[src/rtl/playbus_responder.sv]
// -----------------------------------------------------------------------------
// playbus_responder
//
// Target-side responder for the PlayBus. Decodes the initiator strobes and
// serves four resources over a 4-bit data bus:
//   - fixed ROM      (n_ROMO,  read)   ROM[a] = 15 - a
//   - 16x4 RAM       (n_RAMO,  read / n_RAMW, write)
//   - switch buffer  (n_SWBEN, read)   two-flop synchronised copy of SW
//   - LED latch      (LEDLTCH, write)
// It enforces one strobe at a time with an idle edge between transactions,
// flags violations on a sticky BUSERR, and counts completed transactions.
//
// Ports
//   CK2HZ    in   1  system clock, rising edge
//   CLR      in   1  synchronous reset, active-high
//   ADD      in   4  bus address
//   DIN      in   4  initiator write / latch data
//   n_ROMO   in   1  ROM output enable, active-low
//   n_RAMO   in   1  RAM output enable, active-low
//   n_RAMW   in   1  RAM write strobe, active-low
//   n_SWBEN  in   1  switch buffer enable, active-low
//   LEDLTCH  in   1  LED latch strobe, active-high
//   SW       in   4  raw switch inputs, asynchronous
//   DOUT     out  4  registered read data
//   DOE      out  1  DOUT valid / bus drive enable
//   LED      out  4  LED latch contents
//   BUSERR   out  1  sticky protocol-error flag
//   XCNT     out  8  completed-transaction count (wraps)
// -----------------------------------------------------------------------------
module playbus_responder (
    input  logic       CK2HZ,
    input  logic       CLR,
    input  logic [3:0] ADD,
    input  logic [3:0] DIN,
    input  logic       n_ROMO,
    input  logic       n_RAMO,
    input  logic       n_RAMW,
    input  logic       n_SWBEN,
    input  logic       LEDLTCH,
    input  logic [3:0] SW,
    output logic [3:0] DOUT,
    output logic       DOE,
    output logic [3:0] LED,
    output logic       BUSERR,
    output logic [7:0] XCNT
);

    typedef enum logic [2:0] {
        S_IDLE,
        S_RD_ROM,
        S_RD_RAM,
        S_RD_SW,
        S_WR_RAM,
        S_LATCH,
        S_ERR
    } state_t;

    typedef enum logic [1:0] {
        SRC_ROM,
        SRC_RAM,
        SRC_SW
    } rd_src_t;

    // -------------------------------------------------------------------------
    // Strobe decode
    // -------------------------------------------------------------------------
    // One bit per strobe, normalised to active-high.
    logic [4:0] act;
    logic [2:0] nact;
    state_t     strobe_state;   // state requested by a single active strobe

    assign act = {~n_ROMO, ~n_RAMO, ~n_SWBEN, ~n_RAMW, LEDLTCH};

    always_comb begin
        nact = 3'd0;
        for (int i = 0; i < 5; i++) begin
            nact = nact + 3'(act[i]);
        end
    end

    // Only meaningful when nact == 1; otherwise the FSM ignores it.
    always_comb begin
        // NOTE: every combinational output gets a default first so no path
        // leaves it unassigned and a latch is never inferred.
        strobe_state = S_IDLE;
        if (act[4])      strobe_state = S_RD_ROM;
        else if (act[3]) strobe_state = S_RD_RAM;
        else if (act[2]) strobe_state = S_RD_SW;
        else if (act[1]) strobe_state = S_WR_RAM;
        else if (act[0]) strobe_state = S_LATCH;
    end

    // -------------------------------------------------------------------------
    // Storage
    // -------------------------------------------------------------------------
    state_t     state;
    state_t     next_state;
    logic [3:0] ram [16];
    logic [3:0] sw_meta;
    logic [3:0] sw_sync;

    // -------------------------------------------------------------------------
    // Next-state and action decode
    // -------------------------------------------------------------------------
    logic    dout_load;   // capture read data into DOUT this edge
    logic    ram_we;      // single RAM write this edge
    logic    led_we;      // single LED capture this edge
    logic    xcnt_inc;    // a transaction completes this edge
    logic    err_set;     // protocol violation detected this edge
    logic    doe_next;
    rd_src_t rd_src;

    always_comb begin
        next_state = state;
        dout_load  = 1'b0;
        ram_we     = 1'b0;
        led_we     = 1'b0;
        xcnt_inc   = 1'b0;
        err_set    = 1'b0;

        if (nact >= 3'd2) begin
            // Overlapping strobes are an error from any state; no side effects.
            next_state = S_ERR;
            err_set    = 1'b1;
        end else begin
            unique case (state)
                S_IDLE: begin
                    if (nact == 3'd1) begin
                        next_state = strobe_state;
                        // Entry actions happen on the assertion edge itself.
                        ram_we    = (strobe_state == S_WR_RAM);
                        led_we    = (strobe_state == S_LATCH);
                        dout_load = (strobe_state == S_RD_ROM) ||
                                    (strobe_state == S_RD_RAM) ||
                                    (strobe_state == S_RD_SW);
                    end
                end

                S_ERR: begin
                    // Leaving ERR is not a completed transaction.
                    if (nact == 3'd0) next_state = S_IDLE;
                end

                default: begin
                    // Active transaction states.
                    if (nact == 3'd0) begin
                        next_state = S_IDLE;
                        xcnt_inc   = 1'b1;
                    end else if (strobe_state != state) begin
                        // Strobe swapped without an idle edge in between.
                        next_state = S_ERR;
                        err_set    = 1'b1;
                    end else begin
                        // Reads track ADD every edge; writes stay single-shot.
                        dout_load = (state == S_RD_ROM) ||
                                    (state == S_RD_RAM) ||
                                    (state == S_RD_SW);
                    end
                end
            endcase
        end

        unique case (next_state)
            S_RD_RAM: rd_src = SRC_RAM;
            S_RD_SW:  rd_src = SRC_SW;
            default:  rd_src = SRC_ROM;
        endcase

        // The bus is driven exactly while a read transaction is in progress.
        doe_next = (next_state == S_RD_ROM) ||
                   (next_state == S_RD_RAM) ||
                   (next_state == S_RD_SW);
    end

    // -------------------------------------------------------------------------
    // State register
    // -------------------------------------------------------------------------
    always_ff @(posedge CK2HZ) begin
        // NOTE: sequential state uses non-blocking assignments so every
        // register samples the pre-edge values, independent of block order.
        if (CLR) state <= S_IDLE;
        else     state <= next_state;
    end

    // -------------------------------------------------------------------------
    // Switch synchroniser (SW is asynchronous to CK2HZ)
    // -------------------------------------------------------------------------
    always_ff @(posedge CK2HZ) begin
        if (CLR) begin
            sw_meta <= 4'd0;
            sw_sync <= 4'd0;
        end else begin
            sw_meta <= SW;
            sw_sync <= sw_meta;
        end
    end

    // -------------------------------------------------------------------------
    // RAM
    // -------------------------------------------------------------------------
    // NOTE: this RAM must read back as zero after CLR, so it is built from
    // resettable flops rather than an inferred memory macro, which cannot
    // be cleared in one cycle.
    always_ff @(posedge CK2HZ) begin
        if (CLR) begin
            for (int i = 0; i < 16; i++) begin
                ram[i] <= 4'd0;
            end
        end else if (ram_we) begin
            ram[ADD] <= DIN;
        end
    end

    // -------------------------------------------------------------------------
    // Output registers
    // -------------------------------------------------------------------------
    logic [3:0] rd_data;

    always_comb begin
        unique case (rd_src)
            SRC_RAM: rd_data = ram[ADD];
            SRC_SW:  rd_data = sw_sync;       // switch read ignores ADD
            default: rd_data = 4'd15 - ADD;   // ROM image is 15 - address
        endcase
    end

    always_ff @(posedge CK2HZ) begin
        if (CLR) begin
            DOUT   <= 4'd0;
            DOE    <= 1'b0;
            LED    <= 4'd0;
            BUSERR <= 1'b0;
            XCNT   <= 8'd0;
        end else begin
            DOE <= doe_next;
            if (dout_load) DOUT   <= rd_data;
            if (led_we)    LED    <= DIN;
            if (err_set)   BUSERR <= 1'b1;
            if (xcnt_inc)  XCNT   <= XCNT + 8'd1;
        end
    end

endmodule

[config.mk]
export PLATFORM = sky130hd
export DESIGN_NAME = playbus_responder
export DESIGN_NICKNAME = d
export VERILOG_FILES = /design/src/rtl/playbus_responder.sv
export SDC_FILE = /design/constraint.sdc
export NUM_CORES = 1
export LEC_CHECK = 0
export ABC_CLOCK_PERIOD_IN_PS = 7600
export BUFFER_PORTS_ARGS = -buffer_cell sky130_fd_sc_hd__clkbuf_2
export CAP_MARGIN = 20
export CORE_MARGIN = 3
export CORE_UTILIZATION = 55
export DETAILED_ROUTE_END_ITERATION = 6
export PLACE_DENSITY = 0.76
export SETUP_SLACK_MARGIN = 0.15
export SYNTH_ARGS = -nofsm -noshare
export SYNTH_HDL_FRONTEND = slang
export SYNTH_SLANG_ARGS = --single-unit
[constraint.sdc]
create_clock -name CK2HZ -period 7.6 [get_ports CK2HZ]
set_input_delay 0.38 -clock CK2HZ [delete_from_list [all_inputs] [get_ports CK2HZ]]
set_output_delay 0.38 -clock CK2HZ [all_outputs]
set_load 0.02 [all_outputs]
# [Word level (Yosys, flattened, before mapping)]
# Memories as Yosys holds them, arrays and structs flattened.
# Cells that the tools add are included.
[totals] mem_bits_rw=64 output_inout_bits=18 mem_count=1 ff_bits=29 inputBits=19 elab_cells=85
[memory_table] memory="ram" depth=16 width=4 rd=1 rd_clocked_by_memory_dff=0 wr=16 line="98" text="logic [3:0] ram [16];"
[classes] reduce_logical=10 n_lt_le_gt_ge=1 n_mux=39 eq_ne=16 bitwise=4 add_sub_neg=6
[op_table] operator="3-bit two-way mux" count=10
[op_table] operator="1-bit two-way mux" count=23
[op_table] operator="3-bit by 2-bit == test with 1-bit output (second input constant)" count=6
[op_table] operator="3-bit by 1-bit == test with 1-bit output (second input constant)" count=4
[op_table] operator="3-bit == test (second input constant)" count=3
[op_table] operator="8-bit by 1-bit adder with 8-bit output (second input constant)" count=1
[op_table] operator="4-bit two-way mux" count=2
[op_table] operator="4-bit case mux with 2 select lines" count=1
[op_table] operator="3-bit by 1-bit adder with 3-bit output" count=2
[op_table] operator="3-bit logical NOT" count=2
[op_table] operator="1-bit logical OR" count=6
[op_table] operator="3-bit case mux with 2 select lines" count=1
[op_table] operator="1-bit NOT" count=4
[op_table] operator="2-bit case mux with 2 select lines" count=1
[op_table] operator="4-bit OR reduction" count=1
[op_table] operator="4-bit subtractor (first input constant)" count=1
[op_table] operator="2-bit by 1-bit adder with 3-bit output" count=1
[op_table] operator="3-bit by 2-bit >= comparator with 1-bit output (second input constant)" count=1
[op_table] operator="3-bit inequality test" count=1
[op_table] operator="1-bit by 1-bit adder with 2-bit output" count=1
[op_table] operator="2-bit by 1-bit == test with 1-bit output (second input constant)" count=1
[op_table] operator="2-bit == test (second input constant)" count=1
[op_table] operator="1-bit case mux with 2 select lines" count=1
[op_table] operator="2-bit OR reduction" count=1

# [Depth between registers and ports, before layout]
# Gate-level depths: netlist (run 1).
[logic_depth] ltp_word=14 mapped_depth=16 depth_no_buf=16

# [Worst setup path before layout (run 1)]
# Ideal clock, no wire load.
[synth_path] path_kind="input -> register" start="in LEDLTCH" end="reg DOUT[3]" n_path_buf=1 arrival_ns=4.126 setup_ns=0.086 path_stages=16 setup_slack_ns=3.388 path_cell_list="inv_1 -> fa_1 -> inv_1 -> fa_1 -> ha_1 -> nor3_1 -> o31ai_1 -> or4_1 -> o21ai_1 -> nor4b_1 -> ha_1 -> clkbuf_1 -> a21oi_1 -> a221oi_1 -> nor2_1 -> a211oi_1"
[synth_between] elab_chain_len=14 elab_cells_between_ends=35 classes_between="add/sub: 4; order compare: 1; eq/ne: 9; mux: 18; reduce/logical: 3"
[synth_lines] item="start: declaration" line="39" text="input logic LEDLTCH,"
[synth_lines] item="branches (longest 14 deep; another with 2-bit by 1-bit adder with 3-bit output)"
[synth_lines] item="end signal: assignment" line="236" text="if (dout_load) DOUT <= rd_data;"
[synth_lines] item="end: declaration" line="41" text="output logic [3:0] DOUT,"
# Several ways; the timed one is not identified.
# A chain may end at the register's enable or synchronous reset.

# [Worst setup path after layout (run 1)]
[layout_path] start="in LEDLTCH" end="reg DOUT[0]"
# Same word-level chain as after synthesis.

==> results of run 1 <==
==> worst min-delay path by stage <==
stage          slack, ns  depth (start not counted)                     to
2_1_floorplan       0.41                          1  sw_sync[0]$_SDFF_PP0_
3_3_place_gp        0.42                          1  sw_sync[3]$_SDFF_PP0_
3_5_place_dp        0.42                          1  sw_sync[0]$_SDFF_PP0_
4_1_cts             0.22                          2  sw_meta[3]$_SDFF_PP0_
5_1_grt             0.24                          2  sw_meta[0]$_SDFF_PP0_
6_report            0.24                          2  sw_meta[3]$_SDFF_PP0_
==> power by group through the flow <==
stage | Sequential [W] | Combinational, W | Clock (W)
final | 0.000562 | 0.000115 | 0.000335
after global routing | 0.000564 | 0.000127 | 0.000363
after CTS | 0.000562 | 0.000114 | 0.000343
after detailed placement | 0.000574 | 0.000113 | 0
after global placement | 0.000573 | 0.000111 | 0
after floorplan | 0.000572 | 0.0000820 | 0
==> state kept, by name, indices dropped and copies added (netlist names) <==
name / cells
LED: 4
state: 3
sw_meta: 4
ram: 64
XCNT: 8
DOUT: 4
sw_sync: 4
BUSERR: 1
DOE: 1
==> final cells by class <==
cell class / instances / area, sq um / share of cell area [%]
clock buffers: 9 / 124 / 2.50
clock inverters: 7 / 80.1 / 1.62
inverters: 10 / 37.5 / 0.758
multi-input cells: 278 / 1890 / 38.2
flip-flops and latches: 93 / 2500 / 50.6
well taps: 102 / 128 / 2.58
repair buffers: 37 / 188 / 3.79
==> kinds of logic (layout without fill, tap and decap cells) <==
group / count (synthesis) / after routing
buffers and inverters: 39 / 63
adders and majority gates: 9 / 9
and+or+nand+nor: 170 / 170
muxes: 26 / 26
AOI/OAI and AO/OA: 64 / 64
DFF: 93 / 93
xor gates and xnor gates: 9 / 9
==> stage by stage <==
step	setup slack [ns]	hold slack [ns]	total power (W)
after global placement	3.17	0.418	0.000685
final	3.30	0.236	0.00101
after CTS	3.39	0.223	0.00102
after floorplan	3.39	0.414	0.000654
after detailed placement	3.01	0.423	0.000687
after global routing	2.96	0.238	0.00105
==> synth_stat cells (all sizes together), types with 3 or more instances <==
library cell and instances:
nor2b 15, nand3 9, edfxtp 64, nand4 6, inv 10, nand2b 4, o21ai 6, nor2 86
o21bai 17, mux4 13, buf 3, mux2i 13, nor3 4, clkbuf 26, a21oi 9, ha 7
a21o 4, nand2 27, xor2 8, dfxtp 29, a211oi 12, a31oi 3
==> routing by layer <==
metal,wire length (microns),vias up
met5,0,-
met4,225,0
met3,805,22
met2,4670,142
met1,4100,1556
li1,-,1513
==> metrics.txt, run 1 <==
status finished clean; Final setup viols 0; Die Wd between 90 and 100 microns; Placed Cells incl. Taps 520; slowest cell on the critical path ha_1; Avg Cell Area, Syn 11.1 sq um; CTS sink cnt 93; Max FO, Critical Path 11; post-synthesis sequential area ratio 55.0%; CP delay by family, top adder cells; boundary pin count 37; Congestion Overflow GR 0; core area between 7000 and 8000 sq um; Cell variety after synth 52; CTS root buffer clkbuf_8; share of cells above drive strength 1 ~16%; met3 Use GR around 5%; H-tree depth 3; Worst Setup Start Kind primary input; leak pwr 1.82 nW; DRT Pass-1 Iters 5; DRC viols 0; max-slew violation count 0; critical path type in2reg; ant diodes 0; setup TNS 0 ns; largest family of logic cells by synthesized area simple AND/OR/NAND/NOR gates; synthesized area approximately 4500 sq um; clock share of power between 30% and 40%; commonest non-fill, non-tap cells in the layout nor2_1 (86), edfxtp_1 (64), clkbuf_2 (36); CTS max path bufs 2; Post-Synth Simple-Gate Area roughly 18%; Post-DP HPWL approximately 7000 microns; max incr delay on CP roughly 0.5 ns; RePlAce Congestion approximately 0.91; Critical R2R Capture ram[7][3]$_SDFFCE_PN0P_; Gate power share roughly 11%; clock slew at reported path FFs approximately 0.10 ns; nets 457; RSZ-0062 raised after global routing no; Total Wirelength 9810 microns; CP Depth 16; worst slew pin tran 0.916 ns; met1 GRT Util ~30%; number of cell rows 32; FFs w/ async S/R, synth 0%; period utilization between 50 and 60%; share of the synthesized area in the top cell type about 42%; first-pass GRT wire length 16000 microns; post-layout util a little over three fifths; flops & latches, synth slightly above 90; busiest grt layer met2; drt first-iter violations around 350; Synth area leaders edfxtp_1 (42%), dfxtp_1 (13%), nor2_1 (7.1%), mux4_2 (6.4%), mux2i_1 (2.9%); Initial Utilization ~58%; launching point of the worst reg2reg path state[0]$_SDFF_PP0_; DRT antenna net count 0; Crit path required time between 7 and 8 ns; largest net degree at the start of global routing 47; post-synth top area cell edfxtp_1; Worst Path Arrival about 4.5 ns; switching share of total power between 20% and 30%; Max-Cap Viols 0; commonest non-fill, non-tap cell in the layout nor2_1; worst setup path start LEDLTCH; Worst Hold Class in2reg; port bufs 36; die height approximately 97 microns; Post-Layout Inst Area ~5000 sq um; CP Capture Type register; post-CTS setup buffer count 0; DIE AREA approximately 9400 sq um; total number of vias about 3200; mux contribution to synthesized area under 10%; Area growth syn-to-layout 8.80%; Synth Instances 410; reg2reg setup slack between 4 and 5 ns; Setup crit end DOUT[0]$_SDFFE_PP0P_; yosys warns 0; slew margin rel. between 30 and 40%; GRT Total Usage between 20% and 30%; Post-synth EDFFs 64; CTS tree done; Worst Reg-to-Reg Cells 5; crit path cell chain clkbuf_2 > inv_1 > fa_1 > inv_1 > fa_1 > ha_1 > nor3_1 > o31ai_1 > or4_1 > o21ai_1 > nor4b_1 > ha_1 > o21ai_0 > o311a_1 > a31oi_1 > a211oi_1; Worst VDD drop between 0.0001 and 0.00015 V; PD cells roughly 200 nW/um^2; Cell Int Power approximately 0.00075 W; Syn Nets 438; post-cts sizing count 0; fin crit period 4.30 ns; placed instance area approximately 4700 sq um; Final Non-Filler Cells approximately 540; fillcell total approximately 620; routed len/inst 18.3 microns; vias in the first global route 3079; met2 usage around 33%; maximum clock skew at final layout 0.0155 ns; highest clock rate between 200 and 250 MHz; Seq pwr share 55.6%; hold_buf cts 0; initial antenna violation count 0; top_reg_cell synth edfxtp_1; post-synthesis compound-gate area fraction about a tenth; Num CTS Buffers 9; Hold Violations, Final 0; NetSw approximately 0.00026 W; vias per inst 6.03; Buffers & Inverters on Critical Path 3; start point of the worst hold path SW[3]; Clk Latency, worst-skew pair 0.36 ns; Post-Synth Adder-Cell Area under 10%; Synth Area in XOR/XNOR under 10%
No activity file was read; power rests on OpenSTA's default activity.
==> run 2, diff against run 1 <==
--- a/config.mk
+++ b/config.mk
@@ -5,7 +5,7 @@
 export SDC_FILE = /design/constraint.sdc
 export NUM_CORES = 1
 export LEC_CHECK = 0
-export ABC_CLOCK_PERIOD_IN_PS = 7600
+export ABC_CLOCK_PERIOD_IN_PS = 4000
 export BUFFER_PORTS_ARGS = -buffer_cell sky130_fd_sc_hd__clkbuf_2
 export CAP_MARGIN = 20
 export CORE_MARGIN = 3
==> constraint.sdc (replaced) <==
create_clock -name CK2HZ -period 4 [get_ports CK2HZ]
set_input_delay 0.2 -clock CK2HZ [delete_from_list [all_inputs] [get_ports CK2HZ]]
set_output_delay 0.2 -clock CK2HZ [all_outputs]
set_load 0.02 [all_outputs]
==> run 2 against run 1 <==
Global-route usage grew 2.0 points; routed wire length grew 8.1%; sequential power grew 90%; die area is the same; non-clock buffer count grew 30; critical path depth grew 1; via count grew 4.7%; power grew 99%; cell count grew 5.6%; core utilization grew 3.6 points; clock power grew 110%; largest cell class unchanged; critical path type unchanged.
==> metrics.txt, run 2 (same netlist as run 1, synthesis figures left out) <==
status finished clean; worst setup path start LEDLTCH; vias in the first global route 3370; worst slew pin tran between 0.9 and 1 ns; CTS max path bufs 2; top flop regs ram: 64 flops, XCNT: 8 flops; Worst Reg-to-Reg Cells 11; first-pass GRT wire length 17400 microns; slew margin rel. slightly below 40%; NetSw between 0.0005 and 0.0006 W; number of cell rows 32; die height around 97 microns; highest clock rate approximately 280 MHz; Die Wd between 90 and 100 microns; critical path type in2reg; nets approximately 490; routed len/inst about 19 microns; Total Wirelength 10600 microns; Area growth syn-to-layout 15.1%; total number of vias between 3000 and 4000; period utilization between 90% and 100%; Worst Hold Class in2reg; boundary pin count 37; Final Non-Filler Cells 566; commonest non-fill, non-tap cell in the layout nor2_1; vias per inst around 6; Setup crit end DOUT[1]$_SDFFE_PP0P_; Worst Setup Start Kind primary input; drt first-iter violations around 300; CTS sink cnt 93; port bufs 36; switching share of total power between 20 and 30%; DIE AREA 9400 sq um; initial antenna violation count 0; launching point of the worst reg2reg path state[0]$_SDFF_PP0_; CTS tree done; Congestion Overflow GR 0; Clk Latency, worst-skew pair about 0.37 ns; Final setup viols 0; CTS root buffer clkbuf_8; hold_buf cts 0; Max-Cap Viols 0; leak pwr just under 2 nW; Initial Utilization 57.7%; fin crit period roughly 3.6 ns; Worst Path Arrival 3.86 ns; Gate power share between 10% and 20%; Hold Violations, Final 0; Cell Int Power 0.00150 W; Seq pwr share between 50% and 60%; ant diodes 0; maximum clock skew at final layout 0.00664 ns; clock slew at reported path FFs around 0.10 ns; post-CTS setup buffer count 0; RePlAce Congestion 0.894; commonest non-fill, non-tap cells in the layout nor2_1 (86), edfxtp_1 (64), clkbuf_2 (36); Post-DP HPWL 7770 microns; setup TNS 0 ns; H-tree depth 3; Num CTS Buffers 9; DRT antenna net count 0; CP Capture Type register; number of flip-flops in the largest register 64; core area between 7000 and 8000 sq um; Crit path required time 4.25 ns; max-slew violation count 0; DRT Pass-1 Iters 5; RSZ-0062 raised after global routing no; Worst VDD drop between 0.0004 and 0.0005 V; largest net degree at the start of global routing 46; Placed Cells incl. Taps 550; Min Hold Slack between 0.03 and 0.04 ns; GRT Total Usage around a quarter; share of cells above drive strength 1 between 20% and 30%; clock share of power approximately 34%; Max FO, Critical Path 4; PD cells 385 nW/um^2; DRC viols 0; post-cts sizing count 0; Critical R2R Capture DOUT[1]$_SDFFE_PP0P_; reg2reg setup slack approximately 0.85 ns; largest reg by FF count ram
-- run 2: cell types whose count changed in the layout (fill, tap and decap cells not counted), sizes merged --
cell,change
buf,+30
clkinv,-2
clkbuf,+1
inv,+1
-- run 2: layer usage --
metal	part of all wire (%)	global-route usage [%]	vias to the layer above
li1	-	-	1572
met1	41	31.8	1664
met2	50	38.1	137
met3	7.0	5.05	13
met4	1.4	7.13	0
met5	0	0	-
-- run 2: final cells by class --
class,count,area [sq um]
Timing Repair Buffer,67,413
Sequential cell,93,2500
Clock inverter,6,73.8
Fill cell,607,2650
Inverter,10,37.5
Tap cell,102,128
Clock buffer,10,149
Multi-Input combinational cell,278,1930
-- run 2: power groups by stage --
stage | Sequential (W) | Clock, W | Combinational (W)
3_3_place_gp | 0.00109 | 0 | 0.000239
4_1_cts | 0.00107 | 0.000706 | 0.000247
6_report | 0.00107 | 0.000691 | 0.000256
3_5_place_dp | 0.00109 | 0 | 0.000245
2_1_floorplan | 0.00109 | 0 | 0.000158
5_1_grt | 0.00107 | 0.000739 | 0.000280
-- run 2: through the flow --
step	setup slack [ns]	util (%)	total power, W	instance area [sq um]
CTS	0.245	65.9	0.00202	5200
global route	0.195	66.4	0.00209	5240
detailed placement	-0.123	63.1	0.00134	4980
global placement	0.0541	63.1	0.00133	4980
finish	0.392	66.4	0.00202	5240
floorplan	0.187	-	0.00125	4560
-- run 2: worst min-delay path by stage --
stage	startpoint	endpoint	slack (ns)	depth (start not counted)
final	SW[2]	sw_meta[2]$_SDFF_PP0_	0.03	2
after global routing	SW[1]	sw_meta[1]$_SDFF_PP0_	0.04	2
after CTS	SW[2]	sw_meta[2]$_SDFF_PP0_	0.02	2
after detailed placement	SW[2]	sw_meta[2]$_SDFF_PP0_	0.41	2
after global placement	SW[3]	sw_meta[3]$_SDFF_PP0_	0.41	2
after floorplan	SW[0]	sw_meta[0]$_SDFF_PP0_	0.33	1
-- run 2: critical path, cell delays in order --
cell	delay, ns
clkbuf_2	0.09
inv_1	0.07
fa_1	0.52
inv_1	0.06
fa_2	0.39
ha_4	0.29
nor3_2	0.04
buf_4	0.14
or3b_1	0.38
o21a_1	0.22
or4b_1	0.54
ha_1	0.23
buf_4	0.15
nand2_1	0.09
a21oi_1	0.05
a211oi_1	0.28
a211oi_1	0.10
==> run 3, diff against run 2 <==
--- a/config.mk
+++ b/config.mk
@@ -11,7 +11,7 @@
 export CORE_MARGIN = 3
 export CORE_UTILIZATION = 55
 export DETAILED_ROUTE_END_ITERATION = 6
-export PLACE_DENSITY = 0.76
+export PLACE_DENSITY_LB_ADDON = 0.1
 export SETUP_SLACK_MARGIN = 0.15
 export SYNTH_ARGS = -nofsm -noshare
 export SYNTH_HDL_FRONTEND = slang
==> run 3 against run 2 <==
Sequential power hardly changed; final area is 2.5% lower; global-route usage hardly changed; clock skew is 0.0044 ns higher; die area stayed put; register-to-register slack better by 0.07 ns; routed wire length is 0.27% lower; critical path depth stayed put; clock power is 15% lower; cell count is 2.1% lower; critical path type unchanged.
==> metrics.txt, run 3 (same netlist as run 1, synthesis figures left out) <==
final setup margin 0.390 ns; clock slew at reported path FFs approximately 0.090 ns; routed len/inst around 19 microns; Worst VDD drop 0.000248 V; Initial Utilization 57.7%; core area ~7900 sq um; Area growth syn-to-layout 12.2%; drt first-iter violations roughly 250; CP Depth 17; initial antenna violation count 0; Placed Cells incl. Taps around 540; DRC viols 0; worst slack, placed -0.0397 ns; Post-DP HPWL 7580 microns; ant diodes 0; port bufs 36; largest net degree at the start of global routing 46; DRT Pass-1 Iters 5; largest reg by FF count ram; Worst Hold Class in2reg; CTS tree done; commonest non-fill, non-tap cells in the layout nor2_1 (86), edfxtp_1 (64), clkbuf_2 (36); CTS max path bufs 2; period utilization around nine tenths; status finished clean; setup TNS 0 ns; share of cells above drive strength 1 between 20 and 25%; boundary pin count 37; Total Wirelength around 11000 microns; worst slew pin tran 0.910 ns; GRT Total Usage about a quarter; Post-Layout Inst Area a little over 5000 sq um; highest clock rate between 200 and 300 MHz; leak pwr approximately 1.9 nW; maximum clock skew at final layout between 0.01 and 0.015 ns; Hold Violations, Final 0; nets between 400 and 500; Worst Reg-to-Reg Cells 11; Final Non-Filler Cells ~550; CP Capture Type register; CP delay by family, top adder cells; Worst Hold Endpoint sw_meta[3]$_SDFF_PP0_; Die Wd a little under 100 microns; Buffers & Inverters on Critical Path 5; CTS root buffer clkbuf_8; hold path cells 2; die height slightly below 100 microns; PD cells roughly 370 nW/um^2; worst setup path start LEDLTCH; Max-Cap Viols 0; Crit path required time 4.23 ns; Worst Setup Start Kind primary input; launching point of the worst reg2reg path state[0]$_SDFF_PP0_; vias in the first global route 3216; placed instance area 4890 sq um; total number of vias between 3000 and 4000; number of flip-flops in the largest register 64; RePlAce Congestion ~0.90; critical path type in2reg; Max FO, Critical Path 4; vias per inst around 6.0; reg2reg setup slack just over 0.9 ns; DRT antenna net count 0; slew margin rel. about two fifths; number of cell rows 32; CTS sink cnt 93; crit path cell chain clkbuf_2 > inv_1 > fa_1 > inv_1 > fa_1 > ha_1 > nor3_2 > buf_4 > or3b_1 > o21a_2 > or4b_1 > ha_2 > buf_4 > nand2_1 > a211oi_1 > nor3_1 > a211oi_1; Critical R2R Capture DOUT[2]$_SDFFE_PP0P_; H-tree depth 3; DIE AREA about 9400 sq um; top flop regs ram: 64 flops, XCNT: 8 flops; first-pass GRT wire length around 17000 microns; Worst Path Arrival roughly 3.8 ns; Num CTS Buffers 9; Clk Latency, worst-skew pair approximately 0.36 ns; Final setup viols 0; max incr delay on CP between 0.5 and 0.6 ns; start point of the worst hold path SW[3]; Congestion Overflow GR 0; max-slew violation count 0; commonest non-fill, non-tap cell in the layout nor2_1; slowest cell on the critical path or4b_1; RSZ-0062 raised after global routing no; fin crit period about 3.6 ns
run 3: report_power, final:
part	internal [W]	switching [W]	total, W
logic	0.000102	0.000147	0.000249
clock network	0.000248	0.000340	0.000587
registers	0.00105	0.0000149	0.00107
run 3: area by class of cell:
class	count	area [sq um]
Multi-Input combinational cell	278	1930
Tap cell	102	128
Fill cell	628	2780
Clock buffer	10	138
Clock inverter	6	45.0
Sequential cell	93	2500
Inverter	10	37.5
Timing Repair Buffer	55	323
run 3: worst max path at each step:
| stage | end | slack (ns) |
|---|---|---|
| after CTS | DOUT[3]$_SDFFE_PP0P_ | 0.27 |
| after floorplan | DOUT[3]$_SDFFE_PP0P_ | 0.19 |
| final | DOUT[2]$_SDFFE_PP0P_ | 0.39 |
| after global routing | DOUT[2]$_SDFFE_PP0P_ | 0.15 |
| after detailed placement | DOUT[3]$_SDFFE_PP0P_ | -0.04 |
| after global placement | DOUT[0]$_SDFFE_PP0P_ | 0.05 |
run 3: metal layers:
layer | vias up | track usage (%) | wire [microns]
met2 | 156 | 34.8 | 4940
met5 | - | 0 | 0
met4 | 0 | 10.2 | 324
li1 | 1545 | - | -
met1 | 1567 | 33.4 | 4460
met3 | 29 | 5.12 | 853
run 3: per-stage QoR:
step	util (%)	hold slack, ns	power (W)
6_report	64.7	0.0515	0.00190
3_5_place_dp	61.9	0.416	0.00133
2_1_floorplan	-	0.328	0.00125
3_3_place_gp	61.9	0.408	0.00132
4_1_cts	64.3	0.0454	0.00190
5_1_grt	64.7	0.0482	0.00199
run 3: repair_timing:
item | in CTS | in global routing
buffers inserted | 0 | 0
hold buffers | 0 | 0
gates resized for setup | 0 | 9
endpoints found under the setup margin | 0 | 4
